`config.mk`:
```
export PLATFORM = sky130hd
export DESIGN_NAME = sys_cmd_initiator
export DESIGN_NICKNAME = d
export VERILOG_FILES = /design/src/rtl/sys_cmd_pkg.sv /design/src/rtl/sys_cmd_initiator_frame_builder.sv /design/src/rtl/sys_cmd_initiator.sv
export SDC_FILE = /design/constraint.sdc
export NUM_CORES = 1
export LEC_CHECK = 0
export CORE_MARGIN = 2
export CORE_UTILIZATION = 45
export CTS_CLUSTER_DIAMETER = 150
export DETAILED_ROUTE_END_ITERATION = 8
export GPL_TIMING_DRIVEN = 0
export PLACE_DENSITY = 0.84
export SLEW_MARGIN = 0
export SYNTH_ARGS = -nofsm -noshare
export SYNTH_HDL_FRONTEND = slang
export SYNTH_SLANG_ARGS = --single-unit
```
`constraint.sdc`:
```
create_clock -name clk -period 1.6 [get_ports clk]
set_input_delay 0.16 -clock clk [delete_from_list [all_inputs] [get_ports clk]]
set_output_delay 0.16 -clock clk [all_outputs]
set_load 0.01 [all_outputs]
```
`src/rtl/sys_cmd_pkg.sv`:
```
// Shared opcodes, command encoding, FSM states and frame/response lengths
// for the system-control UART command initiator.
package sys_cmd_pkg;

    localparam logic [7:0] OPC_RF_WR  = 8'hAA;
    localparam logic [7:0] OPC_RF_RD  = 8'hBB;
    localparam logic [7:0] OPC_ALU_AB = 8'hCC;
    localparam logic [7:0] OPC_ALU_NO = 8'hDD;

    typedef enum logic [1:0] {
        OP_RF_WR  = 2'd0,
        OP_RF_RD  = 2'd1,
        OP_ALU_AB = 2'd2,
        OP_ALU_NO = 2'd3
    } cmd_op_e;

    typedef enum logic [2:0] {
        ST_IDLE,
        ST_SEND,
        ST_WAIT_BUSY,
        ST_WAIT_DONE,
        ST_RECV
    } state_e;

    function automatic logic [2:0] frame_len(input cmd_op_e op);
        logic [2:0] len;
        unique case (op)
            OP_RF_WR:  len = 3'd3;
            OP_RF_RD:  len = 3'd2;
            OP_ALU_AB: len = 3'd4;
            default:   len = 3'd2;
        endcase
        return len;
    endfunction

    function automatic logic [1:0] rsp_len(input cmd_op_e op);
        logic [1:0] len;
        unique case (op)
            OP_RF_WR: len = 2'd0;
            OP_RF_RD: len = 2'd1;
            default:  len = 2'd2;
        endcase
        return len;
    endfunction

endpackage

```
`src/rtl/sys_cmd_initiator_frame_builder.sv`:
```
// Combinational frame byte select from the registered command fields
// and the current byte index within the frame.
module sys_cmd_frame_builder
    import sys_cmd_pkg::*;
#(
    parameter int WIDTH = 8,
    parameter int ADDR  = 4
) (
    input  cmd_op_e          op_i,
    input  logic [ADDR-1:0]  addr_i,
    input  logic [WIDTH-1:0] a_i,
    input  logic [WIDTH-1:0] b_i,
    input  logic [3:0]       fun_i,
    input  logic [1:0]       idx_i,
    output logic [WIDTH-1:0] byte_o
);

    logic [WIDTH-1:0] addr_b;
    logic [WIDTH-1:0] fun_b;

    assign addr_b = WIDTH'(addr_i);
    assign fun_b  = WIDTH'(fun_i);

    always_comb begin
        byte_o = '0;
        unique case (op_i)
            OP_RF_WR: begin
                unique case (idx_i)
                    2'd0:    byte_o = WIDTH'(OPC_RF_WR);
                    2'd1:    byte_o = addr_b;
                    default: byte_o = a_i;
                endcase
            end
            OP_RF_RD: begin
                byte_o = (idx_i == 2'd0) ? WIDTH'(OPC_RF_RD) : addr_b;
            end
            OP_ALU_AB: begin
                unique case (idx_i)
                    2'd0:    byte_o = WIDTH'(OPC_ALU_AB);
                    2'd1:    byte_o = a_i;
                    2'd2:    byte_o = b_i;
                    default: byte_o = fun_b;
                endcase
            end
            default: begin
                byte_o = (idx_i == 2'd0) ? WIDTH'(OPC_ALU_NO) : fun_b;
            end
        endcase
    end

endmodule

```
`src/rtl/sys_cmd_initiator.sv`:
```
// Host-side command initiator: serializes a command frame to the UART TX
// and assembles the response from UART RX. Optional: CMD_TIMEOUT_EN.
module sys_cmd_initiator
    import sys_cmd_pkg::*;
#(
    parameter int          WIDTH          = 8,
    parameter int          ADDR           = 4,
    parameter int unsigned TIMEOUT_CYCLES = 65535
) (
    input  logic               clk,
    input  logic               reset_n,
    input  logic               cmd_valid_in,
    output logic               cmd_ready_out,
    input  logic [1:0]         cmd_op_in,
    input  logic [ADDR-1:0]    cmd_addr_in,
    input  logic [WIDTH-1:0]   cmd_data_a_in,
    input  logic [WIDTH-1:0]   cmd_data_b_in,
    input  logic [3:0]         cmd_fun_in,
    input  logic               uart_tx_busy_in,
    output logic [WIDTH-1:0]   uart_tx_data_out,
    output logic               uart_tx_data_valid_out,
    input  logic [WIDTH-1:0]   uart_rx_data_in,
    input  logic               uart_rx_data_valid_in,
    output logic [2*WIDTH-1:0] rsp_data_out,
    output logic               rsp_valid_out,
    output logic               rsp_timeout_out
);

    state_e               state_q, state_d;
    cmd_op_e              op_q, op_d;
    logic [ADDR-1:0]      addr_q, addr_d;
    logic [WIDTH-1:0]     a_q, a_d;
    logic [WIDTH-1:0]     b_q, b_d;
    logic [3:0]           fun_q, fun_d;
    logic [1:0]           idx_q, idx_d;
    logic                 rx_cnt_q, rx_cnt_d;
    logic [2*WIDTH-1:0]   rsp_q, rsp_d;
    logic                 rsp_valid_q, rsp_valid_d;
    logic                 tx_valid_q, tx_valid_d;
    logic [WIDTH-1:0]     tx_data_q, tx_data_d;
    logic [WIDTH-1:0]     frame_byte;
    logic                 last_byte;
    logic                 last_rx;

`ifdef CMD_TIMEOUT_EN
    localparam int TW = (TIMEOUT_CYCLES > 2) ? $clog2(TIMEOUT_CYCLES) : 1;
    logic [TW-1:0] tmo_q, tmo_d;
    logic          tmo_pulse_q, tmo_pulse_d;
`endif

    sys_cmd_frame_builder #(
        .WIDTH (WIDTH),
        .ADDR  (ADDR)
    ) u_frame (
        .op_i   (op_q),
        .addr_i (addr_q),
        .a_i    (a_q),
        .b_i    (b_q),
        .fun_i  (fun_q),
        .idx_i  (idx_q),
        .byte_o (frame_byte)
    );

    assign last_byte = ({1'b0, idx_q} + 3'd1) == frame_len(op_q);
    assign last_rx   = ({1'b0, rx_cnt_q} + 2'd1) == rsp_len(op_q);

    always_comb begin
        state_d     = state_q;
        op_d        = op_q;
        addr_d      = addr_q;
        a_d         = a_q;
        b_d         = b_q;
        fun_d       = fun_q;
        idx_d       = idx_q;
        rx_cnt_d    = rx_cnt_q;
        rsp_d       = rsp_q;
        rsp_valid_d = 1'b0;
        tx_valid_d  = 1'b0;
        tx_data_d   = tx_data_q;
`ifdef CMD_TIMEOUT_EN
        tmo_d       = tmo_q;
        tmo_pulse_d = 1'b0;
`endif
        unique case (state_q)
            ST_IDLE: begin
                if (cmd_valid_in) begin
                    op_d    = cmd_op_e'(cmd_op_in);
                    addr_d  = cmd_addr_in;
                    a_d     = cmd_data_a_in;
                    b_d     = cmd_data_b_in;
                    fun_d   = cmd_fun_in;
                    idx_d   = 2'd0;
                    state_d = ST_SEND;
                end
            end
            ST_SEND: begin
                if (!uart_tx_busy_in) begin
                    tx_valid_d = 1'b1;
                    tx_data_d  = frame_byte;
                    state_d    = ST_WAIT_BUSY;
                end
            end
            ST_WAIT_BUSY: begin
                if (uart_tx_busy_in) begin
                    state_d = ST_WAIT_DONE;
                end
            end
            ST_WAIT_DONE: begin
                if (!uart_tx_busy_in) begin
                    if (!last_byte) begin
                        idx_d   = idx_q + 2'd1;
                        state_d = ST_SEND;
                    end else if (rsp_len(op_q) == 2'd0) begin
                        state_d = ST_IDLE;
                    end else begin
                        rx_cnt_d = 1'b0;
                        state_d  = ST_RECV;
`ifdef CMD_TIMEOUT_EN
                        tmo_d    = '0;
`endif
                    end
                end
            end
            ST_RECV: begin
                if (uart_rx_data_valid_in) begin
                    // first byte of a response also clears the upper half
                    if (!rx_cnt_q) begin
                        rsp_d = {{WIDTH{1'b0}}, uart_rx_data_in};
                    end else begin
                        rsp_d[2*WIDTH-1:WIDTH] = uart_rx_data_in;
                    end
`ifdef CMD_TIMEOUT_EN
                    tmo_d = '0;
`endif
                    if (last_rx) begin
                        rsp_valid_d = 1'b1;
                        state_d     = ST_IDLE;
                    end else begin
                        rx_cnt_d = 1'b1;
                    end
                end
`ifdef CMD_TIMEOUT_EN
                else if (tmo_q == TW'(TIMEOUT_CYCLES - 1)) begin
                    tmo_pulse_d = 1'b1;
                    state_d     = ST_IDLE;
                end else begin
                    tmo_d = tmo_q + 1'b1;
                end
`endif
            end
            default: begin
                state_d = ST_IDLE;
            end
        endcase
    end

    always_ff @(posedge clk or negedge reset_n) begin
        if (!reset_n) begin
            state_q     <= ST_IDLE;
            op_q        <= OP_RF_WR;
            addr_q      <= '0;
            a_q         <= '0;
            b_q         <= '0;
            fun_q       <= '0;
            idx_q       <= '0;
            rx_cnt_q    <= 1'b0;
            rsp_q       <= '0;
            rsp_valid_q <= 1'b0;
            tx_valid_q  <= 1'b0;
            tx_data_q   <= '0;
        end else begin
            state_q     <= state_d;
            op_q        <= op_d;
            addr_q      <= addr_d;
            a_q         <= a_d;
            b_q         <= b_d;
            fun_q       <= fun_d;
            idx_q       <= idx_d;
            rx_cnt_q    <= rx_cnt_d;
            rsp_q       <= rsp_d;
            rsp_valid_q <= rsp_valid_d;
            tx_valid_q  <= tx_valid_d;
            tx_data_q   <= tx_data_d;
        end
    end

`ifdef CMD_TIMEOUT_EN
    always_ff @(posedge clk or negedge reset_n) begin
        if (!reset_n) begin
            tmo_q       <= '0;
            tmo_pulse_q <= 1'b0;
        end else begin
            tmo_q       <= tmo_d;
            tmo_pulse_q <= tmo_pulse_d;
        end
    end

    assign rsp_timeout_out = tmo_pulse_q;
`else
    assign rsp_timeout_out = 1'b0;
`endif

    assign cmd_ready_out          = (state_q == ST_IDLE);
    assign uart_tx_data_out       = tx_data_q;
    assign uart_tx_data_valid_out = tx_valid_q;
    assign rsp_data_out           = rsp_q;
    assign rsp_valid_out          = rsp_valid_q;

endmodule

```
==> results.md, run 1 <==
- Cells after synthesis: 266
- Slew margin rel.: 0.651
- Final setup viols: 12
- Final min period: 1.72 ns
- Asr flop ratio synth: 1.00
- Largest net degree at the start of global routing: 39
- Ys flop type: dfrtp_1
- Syn Std Cell Area: 2840 um2
- Fin cells: 444
- Syn avg cell area: 10.7 um2
- Worst r2r src: idx_q[1]
- Gate power share: 0.478
- PnR worst setup slack: -0.122 ns
- CTS root buf: clkbuf_8
- Area Overhead vs Synth: 51.9%
- Critical Path RT: 1.85 ns
- Worst reg2reg endpoint: uart_tx_data_out[4]
- PD cells: 1890 nW/um2
- Rows: 28
- First-pass GRT wire length: 12.8 mm
- Layout cell share with drive strength beyond 1: 0.312
- Mapped Nets: 309
- Placed Instance Area: 3610 um2
- R2R setup slack: -0.12 ns
- Clock slew at reported path FFs: 0.07 ns
- Finished layout cell area: 4320 um2
- Hold Vio Cnt, Final: 0
- Worst VDD drop: 0.00122 V
- Drt pass-1 iters: 4
- Yosys warns: 0
- Clock share of power: 0.221
- ANT cells: 0
- Count of cell types in the netlist: 49
- NetSw: 2.95 mW
- # H-tree levels: 3
- Core region area: 6030 um2
- CTS tree: yes
- Filler Cell Count: 398
- DRT iter0 DRCs: 178
- DR vias: 2474
- EDFF count, synth: 0
- Via-to-Cell Ratio: 5.57
- Final period util: 1.08
- Int Pwr: 5.22 mW
- Core Util, Final: 0.717
- Achievable Freq: 581 MHz
- Dpl ws: -0.250 ns
- Max-Cap Viols: 0
- Detailed Route WL: 8.03 mm
- RSZ-0062 raised after global routing: yes
- Die W: 83.5 um
- Worst Setup Start Kind: flop
- Worst Skew: 0.00671 ns
- Worst Path Max Fanout: 5
- Port bufs: 65
- Die area: 6970 um2
- GRT Overall Usage: 0.231
- Top Ports: 67
- R2R depth: 8
- WP data arrival: 1.97 ns
- Clock Path Buffers: 2
- Post-DP HPWL: 4.97 mm
- M1 WL: 3.23 mm
- Number of routed nets with antenna violations: 0
- Placed insts: 407
- Sequential share of power: 0.301
- Metal2 WL: 4.02 mm
- Top Metal Used: met4
- Vias in the first global route: 2574
- NumNets Final: 407
- Routability congestion estimate from global placement: 0.861
- Worst skew pair latency: 0.34 ns
- Die Height: 83.5 um
- Crit. End Element: flop
- Leak: 1.88 nW
- Antenna violations before repair: 0
- DR WL met3: 552 um
- DR DRC count: 0
- Synthesized flop and latch total: 58
- Grt ovf: 0
- Wire per inst: 18.1 um
- Initial Util: 0.472
- Failing checks: setup timing
- Max Slew Vio Count: 0
- Switch share: 0.361
- Num CTS Buffers: 9
- Worst min path class: in2async
- Worst-margin pin slew: 0.523 ns
- Clock sink count: 58
- Crit Path Category: reg2reg
- Status: finished with violations
- Register area share after synthesis: 0.511
## cell usage after synthesis, types with 2 or more instances
cell type	instances	area share
dfrtp_1	58	0.51
nor2_1	16	0.021
a21o_1	3	0.0079
nor2b_1	6	0.013
inv_1	8	0.011
o221ai_1	2	0.0062
a311o_1	2	0.0070
and2_1	2	0.0044
a21oi_1	3	0.0053
a31oi_1	6	0.013
o21ai_0	25	0.044
nand2_1	36	0.048
nand3b_1	2	0.0053
a22o_1	3	0.0092
nand2b_1	3	0.0066
clkbuf_1	5	0.0066
a21boi_0	2	0.0053
ha_1	4	0.018
a22oi_1	2	0.0053
a2bb2oi_1	2	0.0062
buf_2	9	0.016
nand3_1	5	0.0088
buf_4	3	0.0079
mux2i_1	3	0.011
mux2_2	29	0.11
a221oi_1	2	0.0062
nor3_1	3	0.0053
## stage by stage
| stage | setup TNS (ns) | total power, mW | hold WS [ns] |
|---|---|---|---|
| 6_report | -0.760 | 8.17 | 0.332 |
| 5_1_grt | -1.60 | 8.58 | 0.391 |
| 4_1_cts | -0.266 | 7.65 | 0.334 |
| 3_5_place_dp | -5.95 | 5.30 | 0.161 |
| 3_3_place_gp | -82.80 | 5.18 | 0.462 |
| 2_1_floorplan | 0 | 4.24 | -0.136 |
## critical path: stages, from the launching register on
cell and delay [ns]:
dfrtp_2 0.43, buf_6 0.13, buf_6 0.11, ha_4 0.17, buf_8 0.13, nand3b_1 0.18, a21oi_2 0.23, nand2_1 0.10
a31oi_1 0.16
## timing repair
| action | CTS | global route |
|---|---|---|
| endpoints found under the hold margin | 20 | 0 |
| gates resized for setup | 44 | 33 |
| pin swaps | 16 | 12 |
| setup endpoints to repair | 42 | 52 |
| hold buffers | 1 | 0 |
| gates cloned | 1 | 0 |
| buffers inserted | 14 | 6 |
## power by group through the flow
stage	Sequential, mW	Clock (mW)	Combinational (mW)
2_1_floorplan	2.41	0	1.84
3_3_place_gp	2.41	0	2.77
3_5_place_dp	2.45	0	2.86
4_1_cts	2.42	1.82	3.42
5_1_grt	2.53	1.89	4.16
6_report	2.46	1.81	3.91
## how the worst max path moves through the flow
stage | from | end | depth (start not counted)
2_1_floorplan | idx_q[0] | rx_cnt_q | 5
3_3_place_gp | reset_n | idx_q[0] | 1
3_5_place_dp | idx_q[1] | uart_tx_data_out[2] | 7
4_1_cts | idx_q[1] | rx_cnt_q | 7
5_1_grt | idx_q[1] | uart_tx_data_out[4] | 8
6_report | idx_q[1] | uart_tx_data_out[4] | 8
## state kept, by name, summed over array words and instances, names as in the netlist
register,flops
op_q,2
a_q,8
rsp_data_out,16
addr_q,4
rx_cnt_q,1
uart_tx_data_out,8
state_q,3
b_q,8
fun_q,4
idx_q,2
rsp_valid_out,1
uart_tx_data_valid_out,1
## cell families after synthesis
group / count (synthesis) / share of synthesized area
and+or+nand+nor: 83 / 0.154
AOI/OAI and AO/OA: 61 / 0.143
DFF: 58 / 0.511
muxes: 33 / 0.129
buffers and inverters: 25 / 0.0409
adders and majority gates: 4 / 0.0176
other: 1 / 0.00132
xor gates and xnor gates: 1 / 0.00308
## cell usage in the layout, fill, tap and decap left out, drive strengths merged, types with 3 or more instances in the layout
cell type       n
a31oi           6
clkbuf         12
buf            36
dfrtp          58
nand3           5
nand2          37
inv             8
a22o            3
ha              4
bufinv          4
a21o            3
nor3            3
a21oi           3
o21ai          26
nand2b          3
clkdlybuf4s50  63
nor2           17
mux2           30
mux2i           3
nor2b           6
## layer usage
metal / global-route usage / up-vias
met2: 0.388 / 114
li1: - / 1144
met4: 0.101 / 0
met3: 0.0504 / 26
met5: 0 / -
met1: 0.288 / 1190
## final cells by class
cell class                 instances  area, um2  area share
clock buffer                       9        124      0.0287
timing repair buffer              88        858       0.199
clock inverter                     7        141      0.0327
tap                               75       93.8      0.0217
multi-input combinational        183       1470       0.341
inverter                           8       32.5     0.00753
buffer                            16        140      0.0325
sequential                        58       1460       0.337
Note: power is estimated with default switching activity, not from simulation.
==> run 2: changes to the inputs <==
- PLACE_DENSITY: 0.84 -> 0.76
- SLEW_MARGIN: 0 -> unset
==> run 2 against run 1 <==
Against the previous run:
- the flow still finishes with violations (setup timing)
- via count is 3.0% higher
- final area increased by 0.49%
- sequential share of layout area shrank 0.17 points
- first-iteration DRC count up 51%
- critical path depth down 1
- worst hold slack gained 0.024 ns
- final cell count increased by 0.45%
- total power shrank 2.6%
- sequential power about the same
- count of clock-buffer cells in the layout increased by 2
- non-clock buffer count rose by 2
- core utilization up 0.35 points
- largest power group unchanged
==> results.md, run 2 (same netlist as run 1, synthesis figures left out) <==
- Crit-path cells: buf_6 -> ha_4 -> clkbuf_16 -> a22oi_1 -> o311ai_1 -> o21ai_1 -> a31oi_1
- Dpl ws: -0.279 ns
- Clock sink count: 58
- Hold Worst Slack: 0.356 ns
- Achievable Freq: 570 MHz
- CP peak stage delay: 0.46 ns
- Critical Path RT: 1.85 ns
- DR vias: 2549
- Max Slew Vio Count: 0
- PD cells: 1840 nW/um2
- Die Height: 83.5 um
- DRT iter0 DRCs: 268
- Core Util, Final: 0.720
- Number of routed nets with antenna violations: 0
- Vias in the first global route: 2349
- Post-DP HPWL: 4.86 mm
- GRT Overall Usage: 0.209
- Top Ports: 67
- Sum of negative setup slack: -0.555 ns
- Max reg flops: 16
- Worst VDD drop: 0.00113 V
- Worst Path Max Fanout: 5
- Via-to-Cell Ratio: 5.72
- Failing checks: setup timing
- Worst Skew: 0.00774 ns
- Commonest non-fill, non-tap cell in the layout: clkdlybuf4s50_1
- Hold Vio Cnt, Final: 0
- R2R setup slack: -0.15 ns
- Slew margin rel.: 0.647
- Leak: 1.93 nW
- Largest net degree at the start of global routing: 38
- Routability congestion estimate from global placement: 0.849
- Rows: 28
- Max-Cap Viols: 0
- PnR worst setup slack: -0.153 ns
- Antenna violations before repair: 0
- Finished layout cell area: 4340 um2
- Grt ovf: 0
- Crit. End Element: flop
- Core region area: 6030 um2
- Final setup viols: 9
- DR DRC count: 0
- Buffer and inverter count on the worst path: 2
- Worst min path class: in2async
- Worst reg2reg endpoint: uart_tx_data_out[0]
- Clock slew at reported path FFs: 0.07 ns
- Most frequent cells in the layout: clkdlybuf4s50_1 (63), dfrtp_1 (55), nand2_1 (35), o21ai_0 (21), buf_4 (17)
- # H-tree levels: 3
- CTS tree: yes
- Initial Util: 0.472
- R2R depth: 7
- Worst-margin pin slew: 0.529 ns
- WP data arrival: 2.01 ns
- Critical-path top delay cell: dfrtp_2
- Wire per inst: 17.9 um
- Detailed Route WL: 8.00 mm
- Placed Instance Area: 3610 um2
- Layout cell share with drive strength beyond 1: 0.313
- Die W: 83.5 um
- Overall Power: 7.96 mW
- Status: finished with violations
- Worst r2r src: idx_q[0]
- Num CTS Buffers: 9
- Final period util: 1.10
- Port bufs: 65
- Crit Path Category: reg2reg
- Final min period: 1.75 ns
- Die area: 6970 um2
- Worst Setup Start Kind: flop
- Worst skew pair latency: 0.33 ns
- NumNets Final: 409
- Placed insts: 407
- RSZ-0062 raised after global routing: yes
- Clock Path Buffers: 2
- ANT cells: 0
- Fin cells: 446
- Drt pass-1 iters: 5
- CP top delay family: compound AO/OA/AOI/OAI gates
- First-pass GRT wire length: 11.6 mm
- CTS root buf: clkbuf_8
- Area Overhead vs Synth: 52.6%
run 2: where the power goes:
part	total (mW)	leakage, nW	switching, mW	internal, mW
Sequential	2.49	0.725	0.452	2.04
Combinational	4.09	1.10	1.90	2.19
Clock	1.38	0.105	0.588	0.795
run 2: cell type report:
| class | instances | area (um2) |
|---|---|---|
| Buffer | 16 | 150 |
| Clock buffer | 11 | 151 |
| Clock inverter | 5 | 52.6 |
| Fill cell | 410 | 1690 |
| Inverter | 8 | 35.0 |
| Multi-Input combinational cell | 183 | 1480 |
| Sequential cell | 58 | 1460 |
| Tap cell | 75 | 93.8 |
| Timing Repair Buffer | 90 | 921 |
run 2: how the worst max path moves through the flow:
stage,depth (start not counted),start,endpoint
floorplan,5,idx_q[0],rx_cnt_q
global placement,1,reset_n,idx_q[0]
detailed placement,7,idx_q[1],uart_tx_data_out[2]
CTS,5,idx_q[0],rx_cnt_q
global route,7,idx_q[0],uart_tx_data_out[0]
finish,7,idx_q[0],uart_tx_data_out[0]
run 2: routing by layer:
layer,part of all wire,routed length (um),track usage
met1,0.42,3330,0.277
met2,0.48,3850,0.337
met3,0.065,524,0.0366
met4,0.038,305,0.0938
met5,0,0,0
run 2: timing repair:
action                                 4_1_cts  5_1_grt
pin swaps                                    8       19
hold buffers                                 1        0
gates resized for setup                     31       47
cloned                                       0        4
setup endpoints to repair                   42       46
endpoints found under the hold margin       21        0
setup buffers                               10        9
run 2: worst reg2reg max path, stage by stage, from the launching register on:
cell and delay [ns]:
dfrtp_2 0.46, buf_6 0.13, ha_4 0.18, clkbuf_16 0.15, a22oi_1 0.08, o311ai_1 0.35
o21ai_1 0.13, a31oi_1 0.17
==> variant, RTL diff (config.mk and constraints of run 1) <==
`WIDTH` is set to 8 in 2 places; all go to 6.
--- a/src/rtl/sys_cmd_initiator_frame_builder.sv
+++ b/src/rtl/sys_cmd_initiator_frame_builder.sv
@@ -5,3 +5,3 @@
 #(
-    parameter int WIDTH = 8,
+    parameter int WIDTH = 6,
     parameter int ADDR  = 4
--- a/src/rtl/sys_cmd_initiator.sv
+++ b/src/rtl/sys_cmd_initiator.sv
@@ -5,3 +5,3 @@
 #(
-    parameter int          WIDTH          = 8,
+    parameter int          WIDTH          = 6,
     parameter int          ADDR           = 4,
Ports: changed (5 resized); port bits go from 67 to 55. The function was not compared with the original's and may differ.
==> variant against run 1 <==
The run still ends with setup timing left; critical path depth shrank 1; power shrank 22%; worst setup slack worse by 0.19 ns; via count shrank 18%; wire length shrank 24%; sequential cell count decreased by 10; non-clock buffer count is 13 lower; synthesized area fell by 16%; count of clock-buffer cells in the layout down 3; combinational power shrank 16%; final area fell by 17%; cell count decreased by 15%.
==> variant: results (changes against run 1) <==
[drt]
vias=2037  ; was 2474
drt_wl_total_microns=6110  ; was 8030 microns
first_iter_violations=106  ; was 178

[timing]
tightest_slew_ns=0.549  ; was 0.523 ns
finalSetupViolCount=16  ; was 12
tns_ns=-1.99  ; was -0.760 ns
fin_ws_ns=-0.316  ; was -0.122 ns
skew_ns=0.00971  ; was 0.00671 ns

[worst_setup_path]
crit_path_max_fanout=4  ; was 5
reg2reg_to=idx_q[0]  ; was uart_tx_data_out[4]
r2r_start=idx_q[1]  ; unchanged
reg2regPathDepth=7  ; was 8

[power]
leakagePower_nw=1.57  ; was 1.88 nW
internal_power_mw=4.03  ; was 5.22 mW

[grt]
grt_max_degree=26  ; was 39
grt_first_pass_wirelength_microns=9650  ; was 12800 microns
grtUsageTotal_pct=20.4  ; was 23.1%

[yosys]
synth_flop_cell=dfrtp_1  ; unchanged
yosys-top-cells-area=dfrtp_1 50%, mux2_1 12%, nand2_1 4.4%  ; was dfrtp_1 51%, mux2_2 11%, nand2_1 4.8%
synth-seq-area-share_pct=50.2  ; was 51.1%
ys_types=51  ; was 49
synthesis.nets=258  ; was 309
netlist_top_cells_count=48 x dfrtp_1, 28 x nand2_1, 25 x mux2_1  ; was 58 x dfrtp_1, 36 x nand2_1, 29 x mux2_2

[layout]
post_route_cells_drive_above_1_share_pct=33.3  ; was 31.2%
largest_register_ffs=12  ; was 16
final_nets=342  ; was 407
fillers=380  ; was 398

[clock_tree]
cts_made_buffers=5  ; was 9
htree_levels=2  ; was 3
clk-insertion-delay-late_ns=0.31  ; was 0.34 ns
path_clk_slew_ns=0.09  ; was 0.07 ns

[min_path]
worstHoldPathType=primary input to flip-flop  ; was primary input to async pin

[place]
io_buffer_count=53  ; was 65
place.gp.congestion=0.887  ; was 0.861
dp_hpwl_microns=3740  ; was 4970 microns

[status]
violations=setup timing  ; unchanged
status=complete, but fails checks  ; unchanged

-- variant: cell count changes in the layout (fill, tap and decap cells not counted), moves of 9 or more --
cell | run 1 | this run
clkdlybuf4s50_1 | 63 | 50
mux2_4 | 8 | 25
o21ai_0 | 20 | 3
dfrtp_1 | 55 | 46
mux2_2 | 21 | 1
a21oi_1 | 2 | 11
nand2_1 | 35 | 23
-- variant: worst max path at each step --
stage          startpoint  endpoint  slack (ns)  cells past startpoint
3_5_place_dp     idx_q[1]  idx_q[0]       -0.32                      7
2_1_floorplan    idx_q[0]  idx_q[1]       -0.18                      7
6_report         idx_q[1]  idx_q[0]       -0.32                      7
5_1_grt          idx_q[1]  idx_q[0]       -0.41                      7
4_1_cts          idx_q[0]  idx_q[0]       -0.25                      7
3_3_place_gp      reset_n  idx_q[0]       -1.08                      1
-- variant: cells by family after synthesis --
logic type	after synthesis	share of synthesized area [%]
AOI/OAI and AO/OA	57	15.3
xor gates and xnor gates	1	0.366
adders and majority gates	4	2.09
buffers and inverters	22	5.48
DFF	48	50.2
muxes	27	12.6
other	1	0.157
and+or+nand+nor	61	13.8
-- variant: stage by stage --
step / util (%) / setup slack, ns / hold slack [ns] / instance area (sq um) / cells
2_1_floorplan: - / -0.180 / -0.136 / 2410 / 221
3_3_place_gp: 59.3 / -1.08 / 0.467 / 3030 / 344
6_report: 70.3 / -0.316 / 0.259 / 3590 / 376
5_1_grt: 70.3 / -0.405 / 0.318 / 3590 / 376
3_5_place_dp: 59.6 / -0.319 / 0.175 / 3040 / 345
4_1_cts: 67.8 / -0.248 / 0.372 / 3460 / 373
-- variant: what timing repair did --
action / 4_1_cts / 5_1_grt
cloned: 2 / 0
hold buffers: 1 / 0
endpoints found under the hold margin: 23 / 0
endpoints found under the setup margin: 30 / 46
pin swaps: 8 / 12
resized for setup: 30 / 41
buffers inserted: 17 / 5
-- variant: critical path, stage by stage, from the launching register on --
cell      delay, ns
dfrtp_1        0.42
inv_2          0.07
ha_4           0.27
or4b_4         0.47
a211oi_2       0.22
nor3_1         0.08
a21oi_1        0.15
o32ai_1        0.11
-- variant: metal layers --
layer	track usage [%]	vias up	share of wire, %
li1	-	960	-
met1	26.3	986	42
met2	34.3	83	52
met3	4.71	8	4.6
met4	6.00	0	1.1
met5	0	-	0
-- variant: power by group through the flow --
stage	Combinational, mW	Sequential (mW)	Clock [mW]
finish	3.29	2.13	0.932
global route	3.53	2.18	1.01
CTS	2.95	2.08	0.947
detailed placement	2.39	2.09	0
global placement	2.32	2.07	0
floorplan	1.60	2.05	0
-- variant: final cells by class --
class,count,share of cell area [%]
sequential,48,33.5
clock inverter,2,1.08
buffer,14,3.48
tap,70,2.44
timing repair buffer,77,21.6
clock buffer,6,2.30
multi-input combinational,151,34.7
inverter,8,0.906
